==> config.mk <==
export PLATFORM = sky130hd
export DESIGN_NAME = la_capture_buffer
export DESIGN_NICKNAME = d
export VERILOG_FILES = /design/src/rtl/la_capture_buffer.sv
export SDC_FILE = /design/constraint.sdc
export NUM_CORES = 1
export LEC_CHECK = 0
export CAP_MARGIN = 0
export CORE_MARGIN = 2
export CORE_UTILIZATION = 65
export CTS_CLUSTER_SIZE = 10
export DETAILED_ROUTE_END_ITERATION = 10
export GPL_ROUTABILITY_DRIVEN = 0
export GPL_TIMING_DRIVEN = 1
export HOLD_SLACK_MARGIN = 0.08
export PLACE_DENSITY = 0.81
export SETUP_SLACK_MARGIN = 0.1
export SLEW_MARGIN = 20
export SYNTH_ARGS = -nofsm -noshare
export SYNTH_HDL_FRONTEND = slang
export SYNTH_SLANG_ARGS = --single-unit
==> constraint.sdc <==
create_clock -name CLK -period 7 [get_ports CLK]
set_clock_uncertainty 0.1 [all_clocks]
set_input_delay 1.4 -clock CLK [delete_from_list [all_inputs] [get_ports CLK]]
set_output_delay 1.4 -clock CLK [all_outputs]
set_load 0.01 [all_outputs]
==> src/rtl/la_capture_buffer.sv <==
// Logic-analyser capture engine: circular sample RAM with pre-trigger history, post-trigger count,
// oldest-first readback and STATUS snapshot. Define LA_TRIG_MASK_EN to add a data-pattern trigger.
module la_capture_buffer #(
  parameter int DATA_W = 32,
  parameter int ADDR_W = 5
) (
  input  logic              CLK,
  input  logic              RESET,
  input  logic [DATA_W-1:0] DIN,
  input  logic              CAP_EN,
  input  logic              ARM,
  input  logic              TRIG,
  input  logic [ADDR_W-1:0] POST_CNT,
  input  logic [ADDR_W-1:0] RD_ADDR,
  output logic [DATA_W-1:0] DOUT,
  input  logic              STS_CE,
  output logic [ADDR_W+2:0] STATUS,
`ifdef LA_TRIG_MASK_EN
  input  logic [DATA_W-1:0] TRIG_MASK,
  input  logic [DATA_W-1:0] TRIG_VAL,
`endif
  output logic              BUSY
);

  localparam int DEPTH = 2 ** ADDR_W;

  typedef enum logic [1:0] {
    S_IDLE,
    S_ARMED,
    S_POST,
    S_DONE
  } state_t;

  state_t state_q, state_d;

  logic [DATA_W-1:0] ram [DEPTH];
  logic [ADDR_W-1:0] wptr_q;
  logic [ADDR_W-1:0] trig_ptr_q;
  logic [ADDR_W-1:0] remaining_q;
  logic              wrapped_q;
  logic              triggered_q;
  logic [DATA_W-1:0] dout_p1;
  logic [ADDR_W+2:0] status_q;

  logic              capturing;
  logic              wr_en;
  logic              trig_in;
  logic              trig_hit;
  logic              done;
  logic [ADDR_W-1:0] rd_phys_p0;

`ifdef LA_TRIG_MASK_EN
  function automatic logic pattern_hit(input logic [DATA_W-1:0] din,
                                       input logic [DATA_W-1:0] mask,
                                       input logic [DATA_W-1:0] val);
    pattern_hit = (((din ^ val) & mask) == '0) && (mask != '0);
  endfunction

  assign trig_in = TRIG | pattern_hit(DIN, TRIG_MASK, TRIG_VAL);
`else
  assign trig_in = TRIG;
`endif

  // ARM and RESET both suppress the same-cycle sample write
  assign capturing = (state_q == S_ARMED) || (state_q == S_POST);
  assign wr_en     = CAP_EN && capturing && !ARM && !RESET;
  assign trig_hit  = wr_en && (state_q == S_ARMED) && trig_in;
  assign done      = (state_q == S_DONE);
  assign BUSY      = capturing;

  always_ff @(posedge CLK) begin
    if (RESET) state_q <= S_IDLE;
    else       state_q <= state_d;
  end

  always_comb begin
    state_d = state_q;
    if (ARM) begin
      state_d = S_ARMED;
    end else if (wr_en) begin
      if (trig_hit) begin
        state_d = (POST_CNT == '0) ? S_DONE : S_POST;
      end else if ((state_q == S_POST) && (remaining_q == ADDR_W'(1))) begin
        state_d = S_DONE;
      end
    end
  end

  always_ff @(posedge CLK) begin
    if (RESET) begin
      wptr_q      <= '0;
      trig_ptr_q  <= '0;
      remaining_q <= '0;
      wrapped_q   <= 1'b0;
      triggered_q <= 1'b0;
    end else if (ARM) begin
      wptr_q      <= '0;
      wrapped_q   <= 1'b0;
      triggered_q <= 1'b0;
    end else if (wr_en) begin
      wptr_q <= wptr_q + ADDR_W'(1);
      if (wptr_q == '1) wrapped_q <= 1'b1;
      if (trig_hit) begin
        trig_ptr_q  <= wptr_q;
        triggered_q <= 1'b1;
        remaining_q <= POST_CNT;
      end else if (state_q == S_POST) begin
        remaining_q <= remaining_q - ADDR_W'(1);
      end
    end
  end

  always_ff @(posedge CLK) begin
    if (wr_en) ram[wptr_q] <= DIN;
  end

  // Read stage: once wrapped, the oldest sample sits at the write pointer
  assign rd_phys_p0 = wrapped_q ? (wptr_q + RD_ADDR) : RD_ADDR;

  always_ff @(posedge CLK) begin
    if (RESET) dout_p1 <= '0;
    else       dout_p1 <= ram[rd_phys_p0];
  end

  assign DOUT = dout_p1;

  always_ff @(posedge CLK) begin
    if (RESET)       status_q <= '0;
    else if (STS_CE) status_q <= {done, wrapped_q, triggered_q, wptr_q};
  end

  assign STATUS = status_q;

endmodule
==> metrics <==
status=completed; reg2reg end=ram[8][19]; die area=65,600 µm²; Comb pwr share=4.8%; Longest Clk Path Bufs=3; most frequent cells in the layout=edfxtp_1, nand2_1, mux4_2; critical path endpoint category=flip-flop; HPWL Detailed=56,900 µm; Initial Util=65.7%; P_leak=15.1 nW; Post-synth EDFFs=1,024; minimum clock period=5040 ps; number of I/O pins=89; crit share post-route=72.1%; most common cell after layout, fill and taps aside=edfxtp_1; post-route ant nets=0; Yosys reg bits=1,078; sw power=0.00280 W; CTS Hold Buffers Added=0; fillcell total=3,354; min-delay worst type=reg2reg; CTS tree=built; area growth from synthesis to layout=13.5%; placed cells=3,111; Fmax achieved=198 MHz; Int Power=0.0105 W; Max Cap Viol=0; overall global routing resource usage=32.0%; vias per std cell=6.94; max incr delay on CP=950 ps; Slew Limit Fails=0; most used cell, CP=buf_4; Pre-antenna DRT Iters=7; Largest delay share family, worst path=simple AND/OR/NAND/NOR gates; Die W=256 µm; Clock Sinks=1,078; crit start category=primary input; DRC=0; GR Util met3=8.53%; most used routing layer in global routing=met2; WP data arrival=5290 ps; area of the multi-input gates=9160 µm²; ys flop type=edfxtp_1; Design Power=0.0133 W; routed wire length=104,000 µm; FF-to-FF Start=state_q[0]; Peak VDD IR=0.225 mV; min-delay src=STATUS[7]; num rows=92; Finish-stage setup viols=0; Worst-Margin Slew=1140 ps; cell count along the critical path=7; CTS Buf Count=118; Register Area=31,800 µm²; vias in the first global route=23,272; syn nets=2,305; WP data required=7250 ps; CP max FO=19; setup TNS=0 ps; root buffer cell=clkbuf_16; initial antenna violation count=0; Core Box Area=63,000 µm²; gr ovfl total=0; mapped cell area=41,300 µm²; CTS resizes=0; grt met1 use=41.4%; Post-CTS Setup Repair Bufs=0; Worst R2R Path Depth=7; share of cells above drive strength 1=18.7%; Slew headroom=23.5%; vias after detailed routing=22,979; worst skew pair latency=690 ps; Final Util=74.6%; RSZ-0062 raised after global routing=false; ys async rst share=0%; clock network fraction of total power=41.9%; slowest CP cell=nor2_4; Antenna diodes=0; H-Tree Depth=3; first-pass GRT wire length=152,000 µm; Hold Crit Depth=2; Net Sw Frac=21.0%; Synth cell types=55; Yosys Warn Count=0; Cells after Synth=2,242; pin count of the biggest net entering global routing=115; GR Util met2=51.5%; Final Non-Filler Cells=3,311; Layout Nets=2,448; share of power burned in registers=53.2%; final hold vios=0; Clk pin slew, worst setup/hold paths=60 ps; Min-Delay Endpoint=STATUS[7]; starting DRC count in detailed routing=3,369; Buf/Inv on CP=3; Mapped Avg Cell Area=18.4 µm²; DIE HEIGHT=256 µm; post-DR wirelength/cell=31.5 µm; Worst Path Class, Setup=in2reg; Port Buffer Count=88; reg2reg setup slack=2420 ps; Power Density=284 nW/µm²; sequential share of the synthesized area=77.0%; cell chain of the critical path=clkdlybuf4s50_1 -> buf_4 -> or2_2 -> nor2b_1 -> nand2_1 -> nor2_4 -> buf_4
## tightest hold or removal path, delay by kind of cell (launching register included)
kind          cells  cell delay (ps)
flops             1              330
mux               1               70
simple gates      1               70
## registers in the layout, indices dropped and copies added, names as in the netlist
signal	cells
wptr_q	5
triggered_q	1
remaining_q	5
STATUS	8
state_q	2
ram	1024
wrapped_q	1
DOUT	32
## cells in the mapped netlist, types with 27 or more instances
cell | count | area, µm²
buf_2 | 59 | 295
clkbuf_1 | 56 | 210
mux2_2 | 62 | 698
nand2_1 | 243 | 912
nor3_1 | 28 | 140
a32o_1 | 56 | 561
a221oi_1 | 59 | 517
a22oi_1 | 28 | 210
o21ai_1 | 31 | 155
o22ai_1 | 27 | 169
edfxtp_1 | 1024 | 30700
a21oi_1 | 42 | 210
nor2_1 | 63 | 236
dfxtp_1 | 54 | 1080
o21ai_0 | 34 | 170
mux4_2 | 129 | 2910
mux2i_1 | 107 | 1070
## area by class of cell
cell class / instances / share of cell area [%]
Timing Repair Buffer: 158 / 3.08
Clock inverter: 6 / 0.243
Tap cell: 846 / 2.25
Inverter: 12 / 0.0959
Multi-Input combinational cell: 1017 / 19.5
Clock buffer: 194 / 7.03
Sequential cell: 1078 / 67.8
## through the flow
stage                     hold slack (ps)  setup slack, ps  instance area, µm²
final                                 399             1960               46900
after global routing                  430             1710               46900
after CTS                             398             1990               47100
after detailed placement              383             1320               43600
after global placement                360             1450               43600
after floorplan                       337             2270               41300
## cells by family after synthesis
group / share of synthesized area [%]
mux: 11.4
simple gates: 4.01
fa+ha+maj: 0.472
xor+xnor: 0.127
buf+inv: 1.69
flops: 77.0
compound gates: 5.37
## routing by layer
metal / wire length, µm / vias to the layer above
met4: 4930 / 0
met2: 50800 / 1750
met3: 12500 / 315
met1: 36200 / 11618
met5: 0 / -
li1: - / 9296
## power by group through the flow
stage	Sequential (W)	Clock, W	Combinational, W
after global routing	0.00710	0.00587	0.000678
after detailed placement	0.00724	0	0.000634
after CTS	0.00710	0.00562	0.000644
after global placement	0.00724	0	0.000608
final	0.00710	0.00560	0.000644
after floorplan	0.00723	0	0.000338
## worst max-delay path by stage
stage                      start           to  slack, ps
after CTS                  RESET  ram[14][28]       1990
after global placement     RESET  ram[15][15]       1450
after floorplan            RESET   ram[28][0]       2270
after detailed placement   RESET  ram[14][24]       1320
after global routing      CAP_EN  ram[15][19]       1710
final                      RESET   ram[8][19]       1960
(Power assumes the default switching activity.)
